$ cat src/rtl/exe_unit_w2_if.sv
// Operand/opcode request and result/status bus of the execution unit.
interface exe_unit_w2_if #(
    parameter int unsigned m = 8,
    parameter int unsigned n = 3
);
    logic         i_valid;
    logic         o_ready;
    logic [n-1:0] i_oper;
    logic [m-1:0] i_argA;
    logic [m-1:0] i_argB;
    logic         o_valid;
    logic [m-1:0] o_result;
    logic [3:0]   o_status;
    logic         o_err;

    // Operand source / result consumer side
    modport master (
        output i_valid, i_oper, i_argA, i_argB,
        input  o_ready, o_valid, o_result, o_status, o_err
    );

    // Execution unit side
    modport slave (
        input  i_valid, i_oper, i_argA, i_argB,
        output o_ready, o_valid, o_result, o_status, o_err
    );
endinterface

$ cat src/rtl/exe_unit_w2.sv
// Execution unit: single-cycle ALU ops plus an iterative shift-add unsigned multiplier.
module exe_unit_w2 #(
    parameter int unsigned m = 8,
    parameter int unsigned n = 3
) (
    input  logic         i_clk,
    input  logic         i_rsn,
    exe_unit_w2_if.slave bus
);
    localparam int unsigned PW = 2 * m;
    localparam int unsigned CW = $clog2(m);

    localparam logic [n-1:0] OP_ADD = n'(0);
    localparam logic [n-1:0] OP_SUB = n'(1);
    localparam logic [n-1:0] OP_AND = n'(2);
    localparam logic [n-1:0] OP_OR  = n'(3);
    localparam logic [n-1:0] OP_XOR = n'(4);
    localparam logic [n-1:0] OP_SHL = n'(5);
    localparam logic [n-1:0] OP_MUL = n'(6);

    typedef enum logic {S_IDLE, S_MUL} state_t;

    state_t         state_q, state_d;
    logic           ready_q;
    logic           valid_q, valid_d;
    logic [m-1:0]   result_q, result_d;
    logic [3:0]     status_q, status_d;
    logic           err_q, err_d;
    logic [PW-1:0]  mcand_q, mcand_d;
    logic [m-1:0]   mplier_q, mplier_d;
    logic [PW-1:0]  acc_q, acc_d;
    logic [CW-1:0]  cnt_q, cnt_d;

    logic           accept_c;
    logic           last_c;
    logic [m-1:0]   alu_res;
    logic [3:0]     alu_st;
    logic           alu_err;
    logic [PW-1:0]  acc_step;

    assign accept_c = bus.i_valid && ready_q;
    assign last_c   = (cnt_q == CW'(m - 1));
    assign acc_step = acc_q + (mplier_q[0] ? mcand_q : PW'(0));

    // Single-cycle ALU result and flags for the presented opcode
    always_comb begin
        logic [m:0] wide;
        logic       c;
        logic       v;
        wide    = '0;
        c       = 1'b0;
        v       = 1'b0;
        alu_res = '0;
        alu_err = 1'b0;
        case (bus.i_oper)
            OP_ADD: begin
                wide    = {1'b0, bus.i_argA} + {1'b0, bus.i_argB};
                alu_res = wide[m-1:0];
                c       = wide[m];
                v       = (bus.i_argA[m-1] == bus.i_argB[m-1]) && (alu_res[m-1] != bus.i_argA[m-1]);
            end
            OP_SUB: begin
                wide    = {1'b0, bus.i_argA} - {1'b0, bus.i_argB};
                alu_res = wide[m-1:0];
                c       = wide[m];
                v       = (bus.i_argA[m-1] != bus.i_argB[m-1]) && (alu_res[m-1] != bus.i_argA[m-1]);
            end
            OP_AND: alu_res = bus.i_argA & bus.i_argB;
            OP_OR:  alu_res = bus.i_argA | bus.i_argB;
            OP_XOR: alu_res = bus.i_argA ^ bus.i_argB;
            OP_SHL: begin
                alu_res = {bus.i_argA[m-2:0], 1'b0};
                c       = bus.i_argA[m-1];
                v       = bus.i_argA[m-1] ^ bus.i_argA[m-2];
            end
            OP_MUL: ;
            default: alu_err = 1'b1;
        endcase
        alu_st = alu_err ? 4'b0000 : {v, c, alu_res[m-1], (alu_res == '0)};
    end

    // FSM state register
    always_ff @(posedge i_clk or negedge i_rsn) begin
        if (!i_rsn) begin
            state_q <= S_IDLE;
            ready_q <= 1'b1;
        end else begin
            state_q <= state_d;
            ready_q <= (state_d == S_IDLE);
        end
    end

    // FSM next-state decode
    always_comb begin
        state_d = state_q;
        case (state_q)
            S_IDLE:  if (accept_c && (bus.i_oper == OP_MUL)) state_d = S_MUL;
            S_MUL:   if (last_c) state_d = S_IDLE;
            default: state_d = S_IDLE;
        endcase
    end

    // FSM outputs: result capture and multiplier iteration
    always_comb begin
        valid_d  = 1'b0;
        result_d = result_q;
        status_d = status_q;
        err_d    = err_q;
        mcand_d  = mcand_q;
        mplier_d = mplier_q;
        acc_d    = acc_q;
        cnt_d    = cnt_q;
        case (state_q)
            S_IDLE: begin
                if (accept_c) begin
                    if (bus.i_oper == OP_MUL) begin
                        mcand_d  = {{m{1'b0}}, bus.i_argA};
                        mplier_d = bus.i_argB;
                        acc_d    = '0;
                        cnt_d    = '0;
                    end else begin
                        valid_d  = 1'b1;
                        result_d = alu_res;
                        status_d = alu_st;
                        err_d    = alu_err;
                    end
                end
            end
            S_MUL: begin
                acc_d    = acc_step;
                mcand_d  = mcand_q << 1;
                mplier_d = mplier_q >> 1;
                cnt_d    = cnt_q + CW'(1);
                if (last_c) begin
                    valid_d  = 1'b1;
                    result_d = acc_step[m-1:0];
                    status_d = {(|acc_step[PW-1:m]), 1'b0, acc_step[m-1], (acc_step[m-1:0] == '0)};
                    err_d    = 1'b0;
                end
            end
            default: ;
        endcase
    end

    // Datapath registers
    always_ff @(posedge i_clk or negedge i_rsn) begin
        if (!i_rsn) begin
            valid_q  <= 1'b0;
            result_q <= '0;
            status_q <= '0;
            err_q    <= 1'b0;
            mcand_q  <= '0;
            mplier_q <= '0;
            acc_q    <= '0;
            cnt_q    <= '0;
        end else begin
            valid_q  <= valid_d;
            result_q <= result_d;
            status_q <= status_d;
            err_q    <= err_d;
            mcand_q  <= mcand_d;
            mplier_q <= mplier_d;
            acc_q    <= acc_d;
            cnt_q    <= cnt_d;
        end
    end

    assign bus.o_ready  = ready_q;
    assign bus.o_valid  = valid_q;
    assign bus.o_result = result_q;
    assign bus.o_status = status_q;
    assign bus.o_err    = err_q;
endmodule
$ cat src/flat_wrapper.sv
// flat-port wrapper written by rule: the top's interface ports become plain ports
module exe_unit_w2_flat 
#(
    parameter int unsigned m = 8,
    parameter int unsigned n = 3
)
  (i_clk, i_rsn, bus_i_valid, bus_i_oper, bus_i_argA, bus_i_argB, bus_o_ready, bus_o_valid, bus_o_result, bus_o_status, bus_o_err);
  exe_unit_w2_if #(.m(m), .n(n)) bus_i ();
  input  logic i_clk;
  input  logic i_rsn;
  input wire logic [$bits(bus_i.i_valid)-1:0] bus_i_valid;
  input wire logic [$bits(bus_i.i_oper)-1:0] bus_i_oper;
  input wire logic [$bits(bus_i.i_argA)-1:0] bus_i_argA;
  input wire logic [$bits(bus_i.i_argB)-1:0] bus_i_argB;
  output wire logic [$bits(bus_i.o_ready)-1:0] bus_o_ready;
  output wire logic [$bits(bus_i.o_valid)-1:0] bus_o_valid;
  output wire logic [$bits(bus_i.o_result)-1:0] bus_o_result;
  output wire logic [$bits(bus_i.o_status)-1:0] bus_o_status;
  output wire logic [$bits(bus_i.o_err)-1:0] bus_o_err;
  assign bus_i.i_valid = bus_i_valid;
  assign bus_i.i_oper = bus_i_oper;
  assign bus_i.i_argA = bus_i_argA;
  assign bus_i.i_argB = bus_i_argB;
  assign bus_o_ready = bus_i.o_ready;
  assign bus_o_valid = bus_i.o_valid;
  assign bus_o_result = bus_i.o_result;
  assign bus_o_status = bus_i.o_status;
  assign bus_o_err = bus_i.o_err;
  exe_unit_w2 #(.m(m), .n(n)) u_core (.i_clk(i_clk), .i_rsn(i_rsn), .bus(bus_i));
endmodule
$ cat config.mk
export PLATFORM = sky130hd
export DESIGN_NAME = exe_unit_w2_flat
export DESIGN_NICKNAME = d
export VERILOG_FILES = /design/src/rtl/exe_unit_w2_if.sv /design/src/rtl/exe_unit_w2.sv /design/src/flat_wrapper.sv
export SDC_FILE = /design/constraint.sdc
export NUM_CORES = 1
export LEC_CHECK = 0
export ABC_AREA = 0
export CAP_MARGIN = 5
export CORE_ASPECT_RATIO = 0.5
export CORE_UTILIZATION = 50
export DETAILED_ROUTE_END_ITERATION = 8
export PLACE_DENSITY = 0.7
export SLEW_MARGIN = 15
export SYNTH_ARGS = -nofsm -noshare
export SYNTH_HDL_FRONTEND = slang
export SYNTH_SLANG_ARGS = --single-unit
export TNS_END_PERCENT = 30
$ cat constraint.sdc
create_clock -name i_clk -period 3.4 [get_ports i_clk]
set_input_delay 0.68 -clock i_clk [delete_from_list [all_inputs] [get_ports i_clk]]
set_output_delay 0.68 -clock i_clk [all_outputs]
set_load 0.03 [all_outputs]
==> impl_metrics.tcl, run 1 <==
set metrics [dict create \
    grt_pass1_vias 3605 \
    core-area_mm2 0.008288 \
    rsz0062_at_grt "no" \
    grt_max_degree 48 \
    first_pass_iters 5 \
    antenna_found_initial 0 \
    antenna_left 0 \
    clk_latency_ps 330 \
    endpoint_kind "flop" \
    status "finished clean" \
    critPathKind "input pin to flop" \
    wirelength_um 11030 \
    synthToLayoutAreaGrowth_pct 21.08 \
    vias 3906 \
    multiInputGateArea_mm2 0.002750 \
    antennaDiodeCount 0 \
    cts_setup_buffers 0 \
    synth_edf_count 0 \
    synth_area_leader_cell "dfrtp_1" \
    synth.distinct_cells 62 \
    period_share_pct 91.94 \
    power_density_mw_per_mm2 815.7 \
    met2_usage_pct 39.37 \
    final.setup.worst_slack_ps 274.1 \
    cts_buffer_depth 2 \
    final_cell_mix "57 x dfrtp_1, 53 x nand2_1, 41 x ha_1" \
    ys_seq_elements 59 \
    worst-r2r-cell-count 11 \
    crit_path_start_kind "input pin" \
    worstMarginPinSlew_ps 721.0 \
    max_slew_margin_pct 51.94 \
    final_area_mm2 0.005354 \
    r2r_end "u_core.bus.o_status[3]" \
    hp-class "input pin to asynchronous set/reset pin" \
    drive_above_1_share_pct 9.982 \
    p_total_mw 4.367 \
    timing.fmax_mhz 319.9 \
    ctsRootBufferMaster "clkbuf_16" \
    drcViolationCount 0 \
    place_area_mm2 0.005050 \
    cts_tree "yes" \
    nNetsFinal 612 \
    dieHeight_um 68.50 \
    nFillCells 717 \
    syn-cell-area_mm2 0.004422 \
    port_buffers 36 \
    wire_per_inst_um 16.64 \
    synth_warnings 0 \
    ir_drop_v 0.0003542 \
    clock_skew_ps 8.524 \
    die_area_mm2 0.009246 \
    hold_buffers 0 \
    ys_seq_area_share_pct 33.42 \
    required_ps 3670 \
    layout_commonest_cell "dfrtp_1" \
    drt-initial-drc-count 213 \
    top_level_ports 37 \
    start_util_pct 53.35 \
    slew_violations 0 \
    met3_usage_pct 5.117 \
    syn_nets 564 \
    setup_viol 0 \
    die_width_um 135.0 \
    row_count 23 \
    syn_area_per_cell_um2 8.879 \
    place_ws_ps -40.94 \
    grt.total_usage_pct 25.72 \
    ctsResizeCount 0 \
    async_reset_ff_share_pct 100.0 \
    cap_viol_max_count 0 \
    place_hpwl_um 8293 \
    r2r_setup_slack_ps 390 \
    busiest_layer "met2" \
    clock_sinks 59 \
    clkTransAtPathRegs_ps 60 \
    final_util_pct 64.60 \
    ys.flop_type "dfrtp_1" \
    grt.overflow.total 0 \
    netlist.area_leader.share_pct 32.82 \
    critPathArrivalTime_ps 3390 \
    gp_congestion 0.9397 \
    synth_area_leaders "dfrtp_1 33%, ha_1 12%, nand2_1 4.5%, mux2i_1 4.3%, a22o_1 4.2%" \
    post-route-min-period_ps 3126 \
    viasPerCell 5.891 \
    cts_buffers 9 \
    grt_pass1_wl_um 18070 \
    cts-htree-levels 3 \
    synthCells 498 \
    p_leak_nw 2.436 \
    hold_viol_final 0 \
    r2r_start "u_core.mcand_q[0]" \
    use_met1_pct 36.66 \
    register_area_mm2 0.001479 \
    path_max_fanout 2 \
]
==> report_power, final <==
group / total [mW] / internal [mW] / switching [mW]
Combinational: 2.17 / 0.935 / 1.24
Sequential: 1.29 / 1.04 / 0.256
Clock: 0.901 / 0.569 / 0.332
Total: 4.37 / 2.54 / 1.83
==> Yosys cell counts, types with 3 or more instances <==
cell type / instances
dfrtp_1: 58
nand2_1: 53
ha_1: 41
o21ai_0: 32
a21oi_1: 31
inv_1: 30
nor2_1: 30
a22o_1: 21
mux2i_1: 19
clkbuf_1: 18
and2_1: 16
xnor2_1: 13
a31oi_1: 11
o211ai_1: 10
nor3_1: 9
o21ai_1: 8
a211oi_1: 7
nand2b_1: 6
nand3_1: 5
o21bai_1: 5
o31ai_1: 5
nor2b_1: 4
o21a_1: 4
xor2_1: 4
a221oi_1: 3
buf_1: 3
fa_1: 3
mux2_2: 3
nand4_1: 3
==> how the worst max path moves through the flow <==
stage	start	end	cells after the start	slack, ps
4_1_cts	bus_i_argB[0]	u_core.bus.o_status[0]	12	310
3_3_place_gp	bus_i_argA[1]	u_core.bus.o_result[7]	11	40
5_1_grt	bus_i_argB[0]	u_core.bus.o_status[0]	12	120
3_5_place_dp	bus_i_argB[0]	u_core.bus.o_status[0]	12	-40
6_report	bus_i_argA[1]	u_core.bus.o_status[1]	11	270
2_1_floorplan	bus_i_argA[0]	u_core.bus.o_status[0]	12	690
==> worst max-delay path, stage by stage <==
cell	delay, ps
clkdlybuf4s50_1	490
inv_1	80
ha_1	300
a211oi_1	450
o21ai_1	190
a311oi_1	290
a31oi_1	90
xnor2_1	140
o31ai_1	350
a221oi_1	190
nor2_1	130
==> per-stage QoR <==
step / setup TNS, ps / hold WS, ps / instances
after global routing: 0 / 418.9 / 663
after detailed placement: -40.94 / 469.7 / 647
after floorplan: 0 / 384.4 / 498
after CTS: 0 / 484.4 / 663
final: 0 / 367.2 / 663
after global placement: 0 / 461.3 / 647
==> flip-flops by register name, indices dropped and copies added (netlist names), 3 cells and up <==
| register | flops |
|---|---|
| u_core.acc_q | 16 |
| u_core.mcand_q | 16 |
| u_core.bus.o_result | 8 |
| u_core.mplier_q | 8 |
| u_core.bus.o_status | 4 |
| u_core.cnt_q | 3 |
==> area by class of cell <==
| type | instances | area share (%) |
|---|---|---|
| clock inverters | 7 | 1.426 |
| inverters | 32 | 2.244 |
| well taps | 112 | 2.617 |
| multi-input cells | 384 | 51.37 |
| flip-flops and latches | 59 | 27.62 |
| repair buffers | 60 | 10.52 |
| clock buffers | 9 | 4.207 |
==> layer usage <==
| metal | part of all wire (%) | wire length [µm] |
|---|---|---|
| met5 | 0 | 0 |
| met4 | 1.1 | 122 |
| met3 | 6.3 | 695 |
| met2 | 42 | 4682 |
| met1 | 50 | 5532 |
==> cell families after synthesis <==
group,synth area share (%)
adders and majority gates,12.96
AOI/OAI and AO/OA,25.67
and+or+nand+nor,14.80
muxes,5.065
xor gates and xnor gates,3.367
DFF,33.42
buffers and inverters,4.726
Note: power is estimated with default switching activity, not from simulation.
==> run 2, diff against run 1 <==
==> constraint.sdc (replaced) <==
create_clock -name i_clk -period 3.7 [get_ports i_clk]
set_input_delay 0.74 -clock i_clk [delete_from_list [all_inputs] [get_ports i_clk]]
set_output_delay 0.74 -clock i_clk [all_outputs]
set_load 0.03 [all_outputs]
==> run 2 against run 1 <==
Against the previous run: non-clock buffer count down 13; clock skew down 1.6 ps; global-route usage down 0.18 points; combinational power down 11%.
==> impl_metrics.tcl, run 2 (synthesis gave the netlist of run 1 again) <==
set metrics [dict create \
    dieHeight_um 68.50 \
    antenna_found_initial 0 \
    final_cell_mix "57 x dfrtp_1, 53 x nand2_1, 41 x ha_1" \
    worstMarginPinSlew_ps 612.1 \
    start_util_pct 53.35 \
    drive_above_1_share_pct 7.807 \
    die_width_um 135.0 \
    grt_max_degree 61 \
    drcViolationCount 0 \
    clk_latency_ps 340 \
    clkTransAtPathRegs_ps 60 \
    path_cells "clkdlybuf4s50_1 > inv_1 > ha_1 > inv_1 > fa_1 > nand2b_1 > a21oi_1 > o211a_1 > a211oi_1 > o32ai_1 > a222oi_1 > nand4_1 > o31ai_1" \
    place_ws_ps 101.8 \
    clock_skew_ps 6.927 \
    endpoint_kind "flop" \
    ir_drop_v 0.0003457 \
    cts_tree "yes" \
    cap_viol_max_count 0 \
    path_max_fanout 3 \
    period_share_pct 87.53 \
    hold_buffers 0 \
    first_pass_iters 5 \
    p_leak_nw 2.352 \
    gp_congestion 0.9309 \
    ctsResizeCount 0 \
    drt-initial-drc-count 176 \
    nNetsFinal 599 \
    path_delay_family "compound AO/OA/AOI/OAI gates" \
    core-area_mm2 0.008288 \
    clock_sinks 59 \
    critPathArrivalTime_ps 3480 \
    antenna_left 0 \
    worst-r2r-cell-count 11 \
    r2r_setup_slack_ps 500 \
    die_area_mm2 0.009246 \
    grt_pass1_vias 3539 \
    post-route-min-period_ps 3239 \
    finalSetupTns_ps 0 \
    hp-class "input pin to asynchronous set/reset pin" \
    required_ps 3940 \
    layout_commonest_cell "dfrtp_1" \
    cts_buffers 9 \
    setup_viol 0 \
    place_hpwl_um 8130 \
    max_slew_margin_pct 59.19 \
    cp-endpoint "u_core.bus.o_status[0]" \
    crit_top_cell "inv_1" \
    port_buffers 36 \
    vias 3831 \
    power_density_mw_per_mm2 751.4 \
    antennaDiodeCount 0 \
    cts-htree-levels 3 \
    viasPerCell 5.894 \
    synthToLayoutAreaGrowth_pct 17.52 \
    crit_path_start_kind "input pin" \
    r2r_start "u_core.mplier_q[0]" \
    status "finished clean" \
    row_count 23 \
    grt_pass1_wl_um 17900 \
    cp.depth 13 \
    cts_setup_buffers 0 \
    path_buf_inv 3 \
    cts_buffer_depth 2 \
    place_inst 634 \
    wirelength_um 11000 \
    crit_slowest_cell "clkdlybuf4s50_1" \
    rsz0062_at_grt "no" \
    wire_per_inst_um 16.92 \
    slew_violations 0 \
    r2r_end "u_core.bus.o_status[3]" \
    slowest_delay_ps 450 \
    ctsRootBufferMaster "clkbuf_16" \
    critPathKind "input pin to flop" \
    final.setup.worst_slack_ps 461.4 \
    hold_viol_final 0 \
    grt.overflow.total 0 \
    grt.total_usage_pct 25.53 \
    top_level_ports 37 \
    fin_cells 650 \
    setup.worst_path.start "bus_i_argA[0]" \
    reg_top3 "u_core.acc_q: 16 flops, u_core.mcand_q: 16 flops" \
    timing.fmax_mhz 308.8 \
]
run 2: how the worst min path moves through the flow:
stage | from | slack (ps) | endpoint
floorplan | i_rsn | 440 | u_core.acc_q[0]
global placement | u_core.mplier_q[4] | 460 | u_core.mplier_q[4]
detailed placement | u_core.mplier_q[7] | 470 | u_core.mplier_q[7]
CTS | i_rsn | 370 | u_core.mcand_q[12]
global route | i_rsn | 400 | u_core.mcand_q[12]
finish | i_rsn | 350 | u_core.mcand_q[12]
run 2: layer usage:
metal,GRT usage (%),wire [µm]
met1,35.81,5463
met2,40.79,4827
met3,4.532,523
met4,7.444,182
met5,0,0
run 2: layout make-up:
class / instances / area (µm²)
Fill cell: 720 / 3092
Clock buffer: 9 / 225.2
Timing Repair Buffer: 47 / 437.9
Clock inverter: 7 / 43.79
Tap cell: 112 / 140.1
Sequential cell: 59 / 1479
Inverter: 32 / 120.1
Multi-Input combinational cell: 384 / 2750
run 2: metrics by stage:
stage / utilization, % / cell area, µm² / hold WS (ps) / power [mW]
after floorplan: - / 4422 / 444.4 / 2.564
after global placement: 59.45 / 4927 / 464.4 / 3.114
after detailed placement: 59.45 / 4927 / 469.1 / 3.145
after CTS: 62.70 / 5196 / 372.4 / 3.926
after global routing: 62.70 / 5196 / 399.8 / 4.186
final: 62.70 / 5196 / 353.0 / 3.904
run 2: where the power goes:
group	leakage (nW)	switching [mW]	internal [mW]	total (mW)
registers	0.737	0.255	0.953	1.21
logic	1.48	1.11	0.824	1.94
clock network	0.131	0.310	0.449	0.759
total	2.35	1.68	2.23	3.90
run 2: worst reg2reg max path: stages (launching register included):
cell and delay [ps]:
dfrtp_1 490, and2_1 200, ha_1 230, fa_1 440
a21oi_1 260, o2111ai_1 210, a311oi_2 310, o21ai_1 130
a21oi_1 190, xnor2_1 180, and4bb_1 310, o211ai_1 180
==> run 3, diff against run 2 <==
--- a/config.mk
+++ b/config.mk
@@ -9,6 +9,7 @@
 export CAP_MARGIN = 5
 export CORE_ASPECT_RATIO = 0.5
 export CORE_UTILIZATION = 50
+export CTS_CLUSTER_SIZE = 8
 export DETAILED_ROUTE_END_ITERATION = 8
 export PLACE_DENSITY = 0.7
 export SLEW_MARGIN = 15
==> results of run 3 <==
The final DEF is identical to that of run 2; final timing and power are the same.
